### src/rtl/load_store_unit.sv
// RV32I MEM stage: alignment check, byte-lane steering, single-outstanding
// data-memory handshake and load-data extension for writeback.
module load_store_unit (
    input  logic        clk,
    input  logic        rst,
    input  logic        ex_valid,
    input  logic        ex_mem_read,
    input  logic        ex_mem_write,
    input  logic [2:0]  ex_funct3,
    input  logic [31:0] ex_addr,
    input  logic [31:0] ex_store_data,
    input  logic [4:0]  ex_rd,
    output logic        mem_stall,
    output logic        wb_valid,
    output logic [4:0]  wb_rd,
    output logic [31:0] wb_load_data,
    output logic        wb_misaligned,
    output logic [31:0] dmem_address,
    output logic        dmem_read,
    output logic        dmem_write,
    output logic [3:0]  dmem_wmask,
    output logic [31:0] dmem_wdata,
    input  logic [31:0] dmem_rdata,
    input  logic        dmem_resp
);

    localparam int unsigned XLEN     = 32;
    localparam int unsigned REG_W    = 5;
    localparam int unsigned MASK_W   = 4;
    localparam int unsigned FUNCT3_W = 3;

    localparam logic [FUNCT3_W-1:0] F3_B  = 3'b000;
    localparam logic [FUNCT3_W-1:0] F3_H  = 3'b001;
    localparam logic [FUNCT3_W-1:0] F3_W  = 3'b010;
    localparam logic [FUNCT3_W-1:0] F3_BU = 3'b100;
    localparam logic [FUNCT3_W-1:0] F3_HU = 3'b101;

    typedef enum logic {IDLE, ACCESS} state_t;

    state_t              state, state_nxt;
    logic [FUNCT3_W-1:0] f3_q, f3_nxt;
    logic [1:0]          off_q, off_nxt;
    logic [REG_W-1:0]    rd_q, rd_nxt;

    logic [XLEN-1:0]     dmem_address_nxt, dmem_wdata_nxt, wb_load_data_nxt;
    logic [MASK_W-1:0]   dmem_wmask_nxt;
    logic                dmem_read_nxt, dmem_write_nxt;
    logic                wb_valid_nxt, wb_misaligned_nxt;
    logic [REG_W-1:0]    wb_rd_nxt;

    logic                is_store, is_load, legal, aligned;
    logic [MASK_W-1:0]   st_mask;
    logic [XLEN-1:0]     st_wdata, lane, load_fmt;

    // Decode legality/alignment and build store lanes from the execute payload.
    always_comb begin
        is_store = ex_mem_write;
        is_load  = ex_mem_read & ~ex_mem_write;
        legal    = 1'b0;
        aligned  = 1'b1;
        st_mask  = '0;
        st_wdata = '0;
        case (ex_funct3)
            F3_B: begin
                legal    = 1'b1;
                st_mask  = MASK_W'(4'b0001 << ex_addr[1:0]);
                st_wdata = {4{ex_store_data[7:0]}};
            end
            F3_H: begin
                legal    = 1'b1;
                aligned  = ~ex_addr[0];
                st_mask  = MASK_W'(4'b0011 << ex_addr[1:0]);
                st_wdata = {2{ex_store_data[15:0]}};
            end
            F3_W: begin
                legal    = 1'b1;
                aligned  = (ex_addr[1:0] == 2'b00);
                st_mask  = 4'b1111;
                st_wdata = ex_store_data;
            end
            F3_BU: legal = is_load;
            F3_HU: begin
                legal   = is_load;
                aligned = ~ex_addr[0];
            end
            default: legal = 1'b0;
        endcase
    end

    // Extract and extend the addressed lane of the returned word.
    always_comb begin
        lane = dmem_rdata >> {off_q, 3'b000};
        case (f3_q)
            F3_B:    load_fmt = {{24{lane[7]}}, lane[7:0]};
            F3_H:    load_fmt = {{16{lane[15]}}, lane[15:0]};
            F3_W:    load_fmt = dmem_rdata;
            F3_BU:   load_fmt = {24'd0, lane[7:0]};
            F3_HU:   load_fmt = {16'd0, lane[15:0]};
            default: load_fmt = '0;
        endcase
    end

    // Next-state and registered-output values; everything holds by default.
    always_comb begin
        state_nxt         = state;
        f3_nxt            = f3_q;
        off_nxt           = off_q;
        rd_nxt            = rd_q;
        dmem_address_nxt  = dmem_address;
        dmem_read_nxt     = dmem_read;
        dmem_write_nxt    = dmem_write;
        dmem_wmask_nxt    = dmem_wmask;
        dmem_wdata_nxt    = dmem_wdata;
        wb_valid_nxt      = 1'b0;
        wb_rd_nxt         = wb_rd;
        wb_load_data_nxt  = wb_load_data;
        wb_misaligned_nxt = wb_misaligned;
        mem_stall         = 1'b0;
        case (state)
            IDLE: begin
                if (ex_valid) begin
                    if ((is_load | is_store) && legal && aligned) begin
                        state_nxt        = ACCESS;
                        mem_stall        = 1'b1;
                        f3_nxt           = ex_funct3;
                        off_nxt          = ex_addr[1:0];
                        rd_nxt           = ex_rd;
                        dmem_address_nxt = {ex_addr[31:2], 2'b00};
                        dmem_read_nxt    = is_load;
                        dmem_write_nxt   = is_store;
                        dmem_wmask_nxt   = is_store ? st_mask : '0;
                        dmem_wdata_nxt   = is_store ? st_wdata : '0;
                    end else begin
                        wb_valid_nxt      = 1'b1;
                        wb_rd_nxt         = ex_rd;
                        wb_load_data_nxt  = '0;
                        wb_misaligned_nxt = is_load | is_store;
                    end
                end
            end
            ACCESS: begin
                if (dmem_resp) begin
                    state_nxt         = IDLE;
                    dmem_read_nxt     = 1'b0;
                    dmem_write_nxt    = 1'b0;
                    wb_valid_nxt      = 1'b1;
                    wb_rd_nxt         = rd_q;
                    wb_load_data_nxt  = dmem_read ? load_fmt : '0;
                    wb_misaligned_nxt = 1'b0;
                end else begin
                    mem_stall = 1'b1;
                end
            end
            default: state_nxt = IDLE;
        endcase
    end

    always_ff @(posedge clk) begin
        if (rst) begin
            state         <= IDLE;
            f3_q          <= '0;
            off_q         <= '0;
            rd_q          <= '0;
            dmem_address  <= '0;
            dmem_read     <= 1'b0;
            dmem_write    <= 1'b0;
            dmem_wmask    <= '0;
            dmem_wdata    <= '0;
            wb_valid      <= 1'b0;
            wb_rd         <= '0;
            wb_load_data  <= '0;
            wb_misaligned <= 1'b0;
        end else begin
            state         <= state_nxt;
            f3_q          <= f3_nxt;
            off_q         <= off_nxt;
            rd_q          <= rd_nxt;
            dmem_address  <= dmem_address_nxt;
            dmem_read     <= dmem_read_nxt;
            dmem_write    <= dmem_write_nxt;
            dmem_wmask    <= dmem_wmask_nxt;
            dmem_wdata    <= dmem_wdata_nxt;
            wb_valid      <= wb_valid_nxt;
            wb_rd         <= wb_rd_nxt;
            wb_load_data  <= wb_load_data_nxt;
            wb_misaligned <= wb_misaligned_nxt;
        end
    end

endmodule

### config.mk
export PLATFORM = sky130hd
export DESIGN_NAME = load_store_unit
export DESIGN_NICKNAME = d
export VERILOG_FILES = /design/src/rtl/load_store_unit.sv
export SDC_FILE = /design/constraint.sdc
export NUM_CORES = 1
export LEC_CHECK = 0
export BUFFER_PORTS_ARGS = -buffer_cell sky130_fd_sc_hd__buf_2
export CAP_MARGIN = 20
export CORE_MARGIN = 8
export CORE_UTILIZATION = 53
export CTS_CLUSTER_DIAMETER = 80
export DETAILED_ROUTE_END_ITERATION = 8
export PLACE_DENSITY = 0.9
export SLEW_MARGIN = 30
export SYNTH_ARGS = -nofsm -noshare
export SYNTH_HDL_FRONTEND = slang
export SYNTH_SLANG_ARGS = --single-unit
### constraint.sdc
create_clock -name clk -period 3.9 [get_ports clk]
set_input_delay 0.78 -clock clk [delete_from_list [all_inputs] [get_ports clk]]
set_output_delay 0.78 -clock clk [all_outputs]
set_load 0.02 [all_outputs]
==> results of run 1 <==
-- final cells by class --
type	count	area share [%]
diodes	3	0.104
clock buffers	17	5.75
clock inverters	15	1.84
inverters	26	1.36
multi-input cells	494	39.5
flip-flops and latches	118	32.8
well taps	136	2.36
repair buffers	227	16.3
-- worst paths after layout --
path	slack (ns)	end	from	cells past startpoint
worst max-delay path	1.16	mem_stall	state	5
worst min register to register	0.45	dmem_wdata[15]	dmem_wdata[15]	2
worst max register to register	1.60	dmem_wmask[1]	state	6
worst min-delay path	0.45	dmem_wdata[15]	dmem_wdata[15]	2
-- routing by layer --
layer  up-vias  part of all wire (%)  global-route usage (%)
met5         -                     0                       0
met4         0                   2.6                    10.9
met3        46                    11                    9.57
met2       322                    47                    38.4
met1      2690                    39                    28.6
li1       2826                     -                       -
-- cell families (layout without fill, tap and decap cells) --
kind of cell,after synthesis,count (layout)
AO/OA/AOI/OAI,211,211
buffers and inverters,86,285
flip-flops,118,118
multiplexers,24,24
other,1,5
AND/OR/NAND/NOR,257,257
-- flip-flops by register name (all words and copies together) (netlist names) --
register       count
dmem_wdata        32
wb_load_data      32
dmem_address      30
rd_q               5
wb_rd              5
dmem_wmask         4
f3_q               3
off_q              2
dmem_read          1
dmem_write         1
state              1
wb_misaligned      1
wb_valid           1
-- stage by stage --
stage	instances	hold WS [ns]	util [%]
6_report	1036	0.447	70.1
5_1_grt	1035	0.463	70.0
4_1_cts	1033	0.448	69.9
3_5_place_dp	1001	0.440	64.6
3_3_place_gp	1001	0.435	64.5
2_1_floorplan	698	0.436	-
-- Yosys cell counts, drive strengths merged (2+ instances only) --
library cell and count:
a211oi 15, a21oi 100, a221oi 7, a22o 8, a22oi 2, a31o 3
and2 2, buf 32, clkbuf 28, dfxtp 118, inv 26, mux2i 23
nand2 130, nand2b 2, nand3 63, nor2 14, nor2b 30, nor3 6
nor3b 3, o21ai 39, o31ai 8, o32ai 23
-- worst reg2reg max path: cells and delay by family (launching register included) --
kind / cells / cell delay [ns]
AOI/OAI and AO/OA: 2 / 0.33
buffers and inverters: 1 / 0.70
DFF: 1 / 0.65
and+or+nand+nor: 3 / 0.50
-- power groups by stage --
stage | clock (mW) | combinational, mW | sequential (mW)
after floorplan | 0 | 0.220 | 1.30
after global placement | 0 | 0.371 | 1.28
after detailed placement | 0 | 0.377 | 1.28
after CTS | 1.45 | 0.383 | 1.25
after global routing | 1.51 | 0.422 | 1.26
final | 1.43 | 0.389 | 1.25
==> results.toml, run 1 <==
[synthesis]
synth_area_leaders = "dfxtp_1 42%, a21oi_1 8.8%, nand2_1 8.8%, nand3_1 5.7%, mux2i_1 4.1%"
synth-xor-area-share_pct = 0
synthAdderAreaFrac_pct = 0
synth_compound_area_share_pct = 24.8
synth_area_um2 = 5560
synth_top_cell_by_area = "dfxtp_1"
synthSimpleGateAreaFrac_pct = 21.4
synth_cell_types = 49
synth_flop_cell = "dfxtp_1"
muxShareOfSynthArea_pct = 4.34
seq_area_frac_synth_pct = 42.5
synth-edff-count = 0
yosysWarnings = 0
synth_top_family_by_area = "compound AO/OA/AOI/OAI gates"
synth_top_area_share_pct = 42.5
synthCells = 697
ys_ff_latch = 118
async_flop_share_pct = 0
syn_area_per_cell_um2 = 7.98

[layout]
drive_gt1_share_pct = 31.5
mostFrequentLayoutCells = "217 x buf_2, 130 x nand2_1, 117 x dfxtp_1"
fin_area_um2 = 7200
area_growth_pct = 29.4
multi_input_area_um2 = 2840
fillers = 851
fin_nets = 994
seq_area_um2 = 2360
mostFrequentLayoutCell = "buf_2"

[global_routing]
antenna_found_initial = 2
grt_pass1_vias = 5585
grt_max_degree = 91
grt_pass1_wl_mm = 28.1
gr-total-overflow = 0
track_usage_pct = 24.3

[power_and_ir_drop]
p_seq_share_pct = 40.8
intPower_mw = 2.22
fin_total_pwr_mw = 3.07
peakVddDrop_mv = 0.345
p_switching_mw = 0.857
power_frac_clock_pct = 46.6
p_comb_share_pct = 12.6
sw_frac_of_total_pct = 27.9
power_density_nw_per_um2 = 427
p_leak_nw = 3.13

[die]
rows = 37
fp.dieArea_um2 = 14000
start_util_pct = 54.1
dieWidth_um = 118
core_area_um2 = 10300
die_h_um = 118
ios = 220

[timing]
clock.fmax_ghz = 0.365
max_slew_margin_pct = 41.6
tightest_slew_ns = 0.876
fin_tns_setup_ns = 0
hold_viol = 0
finalWorstSetupSlack_ns = 1.16
post-route-min-period_ns = 2.74
finalCritPeriodShare_pct = 70.2
finalClockSkew_ns = 0.00948
slew_violations = 0
rsz0062_at_grt = "no"
finalSetupViolCount = 0

[worst_setup_path]
critPathArrivalTime_ns = 1.96
crit_path_start_kind = "flip-flop"
cp_max_fo = 11
crit_slowest_cell = "dfxtp_1"
critical_path.top_delay_family = "simple AND/OR/NAND/NOR gates"
cp.required_ns = 3.12
cp.buffers_inverters = 1
criticalPathCategory = "reg2out"
worstPathCellList = "nand2b_1, nor2_1, o211ai_4, o21ai_0, buf_2"
cp_slowest_stage_delay_ns = 0.47
cp-end-kind = "output pin"

[clock_tree]
cts_made_buffers = 17
cts_tree = "built"
htreeDepth = 4
clockRootBuffer = "clkbuf_8"
clk_pin_slew_ns = 0.06
clockBufferDepth = 2
postCtsSetupBuffers = 0
cts_sinks = 118
ctsResizeCount = 0
hold_buffers = 0
clock_latency_ns = 0.52

[worst_hold_path]
hp-class = "reg2reg"

[routing]
num_vias = 5884
wirelength_mm = 18.0
via_per_inst = 5.68
drt_iter0_markers = 597
drc_errors = 0
wire_per_inst_um = 17.4
firstDrtPassIters = 5
postRouteAntennaNets = 0

[run_status]
status = "complete, no violations"

[place]
dp_slack_ns = 1.12
place_area_um2 = 6640
gp_congestion = 0.952
port_buffers = 217
hpwl_mm = 12.6

[flow_run]
cap_violations = 0
Power figures use the tool's default switching activity.
==> inputs of run 2 (changes only) <==
- CORE_UTILIZATION: 53 -> 44
- PLACE_DENSITY: 0.9 -> 0.8
- clock period: 3.9 -> 2.4 ns (I/O delays scaled with it)
==> run 2 against run 1 <==
Effect of this change: clock-buffer cell count increased by 9; worst setup slack lost 1.0 ns; non-clock buffer count rose by 14; wire length grew 1.8%; power grew 72%; register-to-register slack lost 1.3 ns; combinational power grew 70%; final cell count rose by 4.6%; largest power group unchanged; critical path depth is 2 higher; sequential power increased by 62%; global-route usage shrank 2.6 points; via count fell by 0.44%.
==> results.toml, run 2 (same netlist as run 1, synthesis figures left out) <==
[routing]
wire_per_inst_um = 16.9
drc_errors = 0
wirelength_mm = 18.3
postRouteAntennaNets = 0
num_vias = 5858
firstDrtPassIters = 5
drt_iter0_markers = 660
via_per_inst = 5.40

[timing]
hold_slack_ns = 0.291
fin_tns_setup_ns = 0
post-route-min-period_ns = 2.28
max_slew_margin_pct = 60.3
slew_violations = 0
finalWorstSetupSlack_ns = 0.118
finalCritPeriodShare_pct = 95.1
rsz0062_at_grt = "no"
hold_viol = 0
tightest_slew_ns = 0.595
clock.fmax_ghz = 0.438
finalSetupViolCount = 0
finalClockSkew_ns = 0.00818

[clock_tree]
clockBufferDepth = 2
htreeDepth = 4
cts_sinks = 118
cts_tree = "built"
clockRootBuffer = "clkbuf_16"
clk_pin_slew_ns = 0.06
cts_made_buffers = 17
postCtsSetupBuffers = 0
ctsResizeCount = 0
hold_buffers = 0
clock_latency_ns = 0.41

[global_routing]
grt_pass1_vias = 5611
track_usage_pct = 21.7
antenna_found_initial = 0
grt_pass1_wl_mm = 28.4
gr-total-overflow = 0
grt_max_degree = 91

[worst_setup_path]
reg2reg_to = "wb_load_data[6]"
r2r_cells = 5
critical_path.top_delay_family = "buffers and inverters"
cp_common_cell = "buf_2"
crit_slowest_cell = "nor2b_1"
worstPathCellList = "buf_2, nor2b_1, a21oi_4, buf_4, o211ai_4, o21ai_0, buf_2"
cp.buffers_inverters = 3
cp_max_fo = 12
critPathArrivalTime_ns = 1.80
criticalPathCategory = "in2out"
rrSetupSlack_ns = 0.35
cp.required_ns = 1.92
crit_path_start_kind = "input pin"
timing.rr.start = "f3_q[1]"
cp_slowest_stage_delay_ns = 0.29
cp-end-kind = "output pin"

[layout]
utilization_pct = 59.8
drive_gt1_share_pct = 32.3
fillers = 1152
area_growth_pct = 33.9
fin_nets = 1008
mostFrequentLayoutCells = "217 x buf_2, 130 x nand2_1, 118 x dfxtp_1"
fin_cells = 1084
reg_top3 = "dmem_wdata x32, wb_load_data x32, dmem_address x30"
fin_area_um2 = 7450
mostFrequentLayoutCell = "buf_2"

[die]
fp.dieArea_um2 = 16500
rows = 41
dieWidth_um = 128
start_util_pct = 44.6
core_area_um2 = 12500
die_h_um = 128
ios = 220

[place]
port_buffers = 217
place_area_um2 = 6800
dp_slack_ns = -0.0598
dp_cells = 1050
hpwl_mm = 13.2
gp_congestion = 0.938

[power_and_ir_drop]
power_density_nw_per_um2 = 710
p_leak_nw = 3.27
fin_total_pwr_mw = 5.29
peakVddDrop_mv = 0.633

[worst_hold_path]
hold_depth = 3
worstHoldEndpoint = "dmem_wdata[6]"
hp-start = "ex_store_data[6]"
hp-class = "in2reg"

[run_status]
status = "complete, no violations"

[flow_run]
cap_violations = 0
[run 2: area by class of cell]
type / instances / area (µm²) / area share (%)
Timing Repair Buffer: 241 / 1320 / 17.8
Inverter: 26 / 97.6 / 1.31
Multi-Input combinational cell: 494 / 2830 / 38.0
Sequential cell: 118 / 2360 / 31.7
Clock inverter: 6 / 87.6 / 1.18
Clock buffer: 26 / 529 / 7.10
Antenna cell: 1 / 2.50 / 0.0336
Tap cell: 172 / 215 / 2.89
[run 2: worst max path at each step]
stage / start / to / cells after the start
2_1_floorplan: ex_mem_read / mem_stall / 5
3_5_place_dp: ex_funct3[1] / wb_load_data[7] / 6
4_1_cts: state / mem_stall / 6
3_3_place_gp: ex_funct3[1] / wb_load_data[7] / 6
5_1_grt: ex_funct3[1] / mem_stall / 7
6_report: ex_funct3[1] / mem_stall / 7
[run 2: metal layers]
metal	wire (µm)	share of wire (%)	global-route usage, %	vias to the layer above
met5	0	0	0	-
met4	574	3.1	9.58	0
met3	1740	9.5	9.56	40
met2	8730	48	34.3	243
met1	7290	40	24.8	2727
li1	-	-	-	2848
[run 2: tightest hold or removal path, cell delays in order]
cell and delay (ns):
buf_2 0.09, nand3_1 0.06, nand2_1 0.05
[run 2: report_power, final]
| part | internal, mW | leakage [nW] | switching [mW] | total, mW |
|---|---|---|---|---|
| Sequential | 2.00 | 0.955 | 0.0294 | 2.03 |
| Combinational | 0.252 | 2.02 | 0.411 | 0.663 |
| Clock | 1.72 | 0.295 | 0.873 | 2.59 |
